[config.mk]
export PLATFORM = sky130hd
export DESIGN_NAME = jk_excitation_counter
export DESIGN_NICKNAME = d
export VERILOG_FILES = /design/src/rtl/jk_excitation_counter.sv
export SDC_FILE = /design/constraint.sdc
export NUM_CORES = 1
export LEC_CHECK = 0
export CAP_MARGIN = 20
export CORE_AREA = 2 2 42 44
export DETAILED_ROUTE_END_ITERATION = 6
export DIE_AREA = 0 0 44 46
export PLACE_DENSITY = 0.76
export SLEW_MARGIN = 30
export SYNTH_ARGS = -nofsm -noshare
export SYNTH_HDL_FRONTEND = slang
export SYNTH_SLANG_ARGS = --single-unit
export TNS_END_PERCENT = 50
[constraint.sdc]
create_clock -name clock -period 3.8 [get_ports clock]
set_input_delay 0.76 -clock clock [delete_from_list [all_inputs] [get_ports clock]]
set_output_delay 0.76 -clock clock [all_outputs]
set_load 0.02 [all_outputs]
[src/rtl/jk_excitation_counter.sv]
// jk_excitation_counter: modulo-MODULUS up/down counter built from JK flip-flops.
// The next state is chosen first. An excitation encoder then turns it into
// per-bit J/K values. Those J/K values are the only path into the state
// register, and they are exported for observation.
// Valid parameter range: 2 <= MODULUS <= 2**WIDTH.

// Single JK flip-flop, one per state bit.
module jk_ff (
  input  logic clock,
  input  logic reset_,
  input  logic j,
  input  logic k,
  output logic q
);

  // JK characteristic: set, reset, hold, or toggle; async clear to 0
  always_ff @(posedge clock or negedge reset_) begin
    if (!reset_) q <= 1'b0;
    else         q <= (j & ~q) | (~k & q);
  end

endmodule

module jk_excitation_counter #(
  parameter int WIDTH   = 4,
  parameter int MODULUS = 10
) (
  input  logic             clock,
  input  logic             reset_,
  input  logic             enable,
  input  logic             up,
  input  logic             load,
  input  logic [WIDTH-1:0] data_load,
  output logic [WIDTH-1:0] jack_out,
  output logic [WIDTH-1:0] kilby_out,
  output logic [WIDTH-1:0] signal_q,
  output logic [WIDTH-1:0] signal_q_,
  output logic             carry
);

  // Terminal value. When MODULUS = 2**WIDTH this truncates to all ones, so
  // the count wraps naturally.
  localparam logic [WIDTH-1:0] MAX_VAL = WIDTH'(MODULUS - 1);
  // One extra bit, so MODULUS = 2**WIDTH is representable and the
  // out-of-range test is never true for a full-range counter.
  localparam logic [WIDTH:0]   MOD_EXT = (WIDTH+1)'(MODULUS);

  logic [WIDTH-1:0] q;
  logic [WIDTH-1:0] target;
  logic [WIDTH-1:0] j_vec;
  logic [WIDTH-1:0] k_vec;
  logic             at_zero;
  logic             at_top;
  logic             out_of_range;

  assign at_zero      = (q == '0);
  assign at_top       = (q >= MAX_VAL);
  assign out_of_range = ({1'b0, q} >= MOD_EXT);

  // Target next state. Load takes priority over count, and count over hold.
  // Out-of-range states step back into range.
  always_comb begin
    target = q;
    if (load) begin
      target = data_load;
    end else if (enable) begin
      if (up) target = at_top ? '0 : q + WIDTH'(1);
      else    target = (at_zero || out_of_range) ? MAX_VAL : q - WIDTH'(1);
    end
  end

  // Excitation encoder. Don't-cares resolve to 0, so J=K=1 never occurs.
  always_comb begin
    j_vec = ~q & target;
    k_vec = q & ~target;
  end

  // One JK flip-flop per state bit. The state has no D path.
  for (genvar b = 0; b < WIDTH; b++) begin : g_bit
    jk_ff u_ff (
      .clock  (clock),
      .reset_ (reset_),
      .j      (j_vec[b]),
      .k      (k_vec[b]),
      .q      (q[b])
    );
  end

  assign carry     = ~load & enable & ((up & (q == MAX_VAL)) | (~up & at_zero));
  assign jack_out  = j_vec;
  assign kilby_out = k_vec;
  assign signal_q  = q;
  assign signal_q_ = ~q;

endmodule

Word level (Yosys, flattened, before mapping)
Cells that the tools add are included.
{ "word_totals": {"regBits": 4, "input_bits": 9, "output_inout_bits": 17, "elab_cells": 47} }
{ "op_classes": {"addsub": 2, "magnitude_cmp": 2, "n_eq_ne": 1, "muxes": 5, "bitwise_logic": 31, "n_reduce_logical": 2} }
{ "op_table": {"columns": ["cell", "n"], "rows": [
  ["$mux 4", 5],
  ["$and 1x1->1", 12],
  ["$not 1->1", 10],
  ["$and 4x4->4", 2],
  ["$ge 4x4->1 const B", 2],
  ["$not 4->4", 2],
  ["$or 1x1->1", 5],
  ["$add 4x1->4 const B", 1],
  ["$eq 4x4->1 const B", 1],
  ["$logic_not 4->1", 1],
  ["$sub 4x1->4 const B", 1],
  ["$logic_or 1x1->1", 1]
]} }

Longest topological paths before layout
{ "depth": {"ltp_word": 11, "ltp_mapped": 7} }

Cells and area by module
Synthesis repeated with hierarchy kept, for this count alone.
{ "unflattened": {"cells_unflattened": 75, "area_unflattened_um2": 589.3} }
{ "by_module_without_submodules": {"columns": ["mod", "n_inst", "cells_each", "area_per_inst_um2"], "rows": [
  ["jk_excitation_counter", 1, 63, 434.2],
  ["jk_ff", 4, 3, 38.8]
]} }

Least setup slack after synthesis
OpenSTA, ideal clock, no wires.
{ "synth_path": {"kind": "flip-flop to output port", "start": "register g_bit[0].u_ff.q", "end": "output port jack_out[1]", "arrival_ns": 1.854, "slack_ns": 1.186, "path_stages_with_launch": 8, "cell_sequence": "dfrtp_1 -> inv_1 -> ha_1 -> or3_1 -> nor3_2 -> nand2_1 -> a21oi_1 -> buf_4"} }
{ "synth_between": {"elab_chain_len": 7} }
{ "synth_rtl": {"columns": ["element", "line", "rtl"], "rows": [
  ["start: declaration", "13", "output logic q"],
  ["start signal: assignment", "19", "else q <= (j & ~q) | (~k & q);"],
  ["$ge 4x4->1 / $logic_not 4->1 (equally long branches)", "58, 56", null],
  ["$logic_or 1x1->1", "68", "else target = (at_zero || out_of_range) ? MAX_VAL : q - WIDTH'(1);"],
  ["$mux 4", "68", null],
  ["$mux 4 *", "67", "if (up) target = at_top ? '0 : q + WIDTH'(1);"],
  ["$mux 4 *", "66", "end else if (enable) begin"],
  ["$mux 4 *", "64", "if (load) begin"],
  ["$and 4x4->4 *", "74", "j_vec = ~q & target;"],
  ["end: declaration", "34", "output logic [WIDTH-1:0] jack_out,"]
]} }
Mark *: on every way between the ends. The rest lies on a longest branch, timed or not.

Worst setup path after layout
Ends and elaborated chain as after synthesis.

==> results.py <==
metrics = {
    "yosys": {
        "synthAdderAreaFrac": 0.0916,
        "netlist_area_um2": 683,
        "ys_types": 38,
        "syn_area_per_cell_um2": 8.04,
        "synth_seq_cells": 4,
        "synth_top_family_by_area": "simple AND/OR/NAND/NOR gates",
        "synthSimpleGateAreaFrac": 0.267,
        "syn_inst": 85,
        "synth-compound-area-share": 0.253,
        "synth_mux_area_frac": 0.0147,
        "yosysWarnings": 0,
        "yosysSeqAreaShare": 0.147,
        "synth_xor_area_frac": 0.0128,
        "syn_nets": 99,
    },
    "placement": {
        "gp_congestion": 0.781,
        "dp_hpwl_um": 1290,
        "io_buffers": 25,
    },
    "setup_path": {
        "cp_slowest_cell": "clkdlybuf4s50_1",
        "path_class": "flop to output port",
        "crit_fanout": 10,
        "cp_num_buf_inv": 2,
        "cp.arrival_ns": 2.74,
        "cp_cell_sequence": "inv_1 -> ha_1 -> or3_1 -> nor3_2 -> nand2_1 -> a21oi_1 -> clkdlybuf4s50_1",
        "crit_required_ns": 3.04,
        "critPathLaunchType": "flop",
        "crit_family": "buffers and inverters",
        "end_kind": "output port",
        "cpPeakStageDelay_ns": 0.62,
    },
    "floorplan": {
        "die_w_um": 44,
        "core_area_um2": 1610,
        "io_pins": 26,
        "core.rowCount": 15,
        "die_area_um2": 2020,
        "die_h_um": 46,
        "start_util": 0.423,
    },
    "clock_network": {
        "clk_latency_ns": 0.24,
        "cts_buffer_depth": 2,
        "numClockSinks": 4,
        "cts_htree_levels": 1,
        "cts_made_buffers": 3,
        "cts_root_buf": "clkbuf_4",
        "path_clk_slew_ns": 0.04,
        "cts_tree": "built",
    },
    "power_and_ir_drop": {
        "swShare": 0.428,
        "p_comb_frac": 0.565,
        "p_int_mw": 0.159,
        "pwr-share-clk": 0.195,
        "power.share.sequential": 0.240,
        "power_leakage_nw": 0.366,
        "power_mw": 0.277,
        "vdd_drop_max_uv": 149,
        "switchingPower_mw": 0.119,
        "powerDensity_nw_per_um2": 320,
    },
    "detailed_routing": {
        "drt_pass1_iterations": 4,
        "via_per_inst": 5.78,
        "routedWlPerCell_um": 14.4,
        "drc": 0,
        "ant_nets": 0,
        "wirelength_um": 1670,
        "via_count": 671,
        "drt_first_iter_violations": 11,
    },
    "sta": {
        "setup_viol": 0,
        "finClkSkew_ns": 0.00283,
        "fmax_ghz": 0.286,
        "finalCriticalPeriod_ns": 3.50,
        "max-slew-margin-rel": 0.690,
        "worstMarginPinSlew_ns": 0.465,
        "hold_viol_final": 0,
        "fin_setup_tns_ns": 0,
        "slew_viol_final": 0,
        "fin_crit_sh": 0.921,
        "grt_setup_unrepaired": "false",
    },
    "layout": {
        "largest_reg_flops": 4,
        "max_flop_register": "g_bit.u_ff.q",
        "diodes": 0,
        "area_delta_synth_final_pct": 26.9,
        "nets": 115,
        "drive_gt1_frac": 0.121,
        "top_regs": "g_bit.u_ff.q x4",
    },
    "global_route": {
        "grt_max_degree": 14,
        "antenna_found_initial": 0,
        "grt_pass1_vias": 650,
        "overflow": 0,
        "grt_usage": 0.194,
        "grt_pass1_wl_um": 2780,
    },
    "flow_run": {
        "maxCapViolations": 0,
    },
    "min_path": {
        "hold_path_class": "input port to asynchronous set/reset pin",
    },
    "status": {
        "status": "complete, no violations",
    },
}
[Yosys cell counts]
cell	count	area share
or3_1	1	0.0092
o31ai_1	1	0.011
and3_1	1	0.0092
nor2b_1	2	0.018
nor2_1	7	0.038
o31a_1	1	0.013
or3b_1	1	0.013
inv_1	4	0.022
ha_1	5	0.092
nor3b_2	2	0.037
a22oi_1	1	0.011
a21oi_1	4	0.029
o32ai_1	1	0.013
buf_6	3	0.049
a41oi_1	3	0.038
o21bai_2	1	0.016
a31o_1	1	0.013
nor3_1	1	0.0073
and2_1	1	0.0092
a22o_1	1	0.013
nand3_1	3	0.022
mux2i_1	1	0.015
o21ba_1	1	0.015
nand2_1	9	0.049
xnor2_1	1	0.013
inv_2	1	0.0055
nor3b_1	2	0.022
o41ai_2	1	0.024
clkbuf_1	1	0.0055
nand2b_1	1	0.0092
nand4_1	1	0.0092
dfrtp_1	4	0.15
a311oi_1	1	0.013
o21a_1	1	0.011
a31oi_1	1	0.0092
o311ai_2	1	0.024
nor3_2	1	0.015
buf_4	12	0.13
[power groups by stage]
stage	combinational, mW	clock (mW)	sequential, mW
finish	0.157	0.0541	0.0666
global route	0.170	0.0589	0.0691
CTS	0.157	0.0561	0.0664
detailed placement	0.156	0	0.0672
global placement	0.152	0	0.0667
floorplan	0.124	0	0.0564
[path summary, 6_finish.rpt]
kind	startpoint	end	slack [ns]	cells after the start
worst min-delay path	reset_	g_bit[2].u_ff.q	0.72	1
min in group clock	g_bit[2].u_ff.q	g_bit[2].u_ff.q	0.75	2
max in group asynchronous	reset_	g_bit[0].u_ff.q	2.92	1
worst max register to register	g_bit[0].u_ff.q	g_bit[2].u_ff.q	1.88	6
worst min register to register	g_bit[2].u_ff.q	g_bit[2].u_ff.q	0.75	2
worst max-delay path	g_bit[0].u_ff.q	jack_out[1]	0.30	7
[cell families (layout without fill, tap and decap cells)]
logic type | after synthesis | count (layout)
AOI/OAI and AO/OA | 20 | 20
xor gates and xnor gates | 1 | 1
adders and majority gates | 5 | 5
buffers and inverters | 21 | 35
DFF | 4 | 4
muxes | 1 | 1
and+or+nand+nor | 33 | 33
[routing by layer]
layer | up-vias | part of all wire | track usage
met5 | - | 0 | 0
met4 | 0 | 0.041 | 0.194
met3 | 8 | 0.052 | 0.0437
met2 | 25 | 0.48 | 0.300
met1 | 316 | 0.42 | 0.213
li1 | 322 | - | -
[layout by cell type, fill, tap and decap left out, drive strengths merged, types with 2 or more instances in the layout]
master / n
clkdlybuf4s50: 24
nand2: 9
nor2: 7
ha: 5
inv: 5
a21oi: 4
dfrtp: 4
nor3b: 4
a41oi: 3
nand3: 3
clkbuf: 3
nor2b: 2
buf: 2
nor3: 2
[stage by stage]
step                       util  hold WS (ns)  cells  setup slack [ns]  cell area (µm²)
final                     0.537         0.718    116             0.301              867
after global routing      0.537         0.730    116            0.0827              867
after floorplan               -         0.464     85              1.19              683
after global placement    0.522         0.739    113             0.197              842
after CTS                 0.536         0.719    116             0.131              865
after detailed placement  0.522         0.755    113             0.137              842
[final cells by class]
cell class	instances	area, µm²
repair buffers	27	268
well taps	17	21.3
inverters	5	18.8
multi-input cells	60	437
clock buffers	3	22.5
fillers	160	747
flip-flops and latches	4	100
[repair_timing]
item / in CTS / in global routing
setup buffers: 0 / 0
hold buffers: 0 / 0
resized for setup: 0 / 1
setup endpoints to repair: 0 / 1
(Power assumes the default switching activity.)
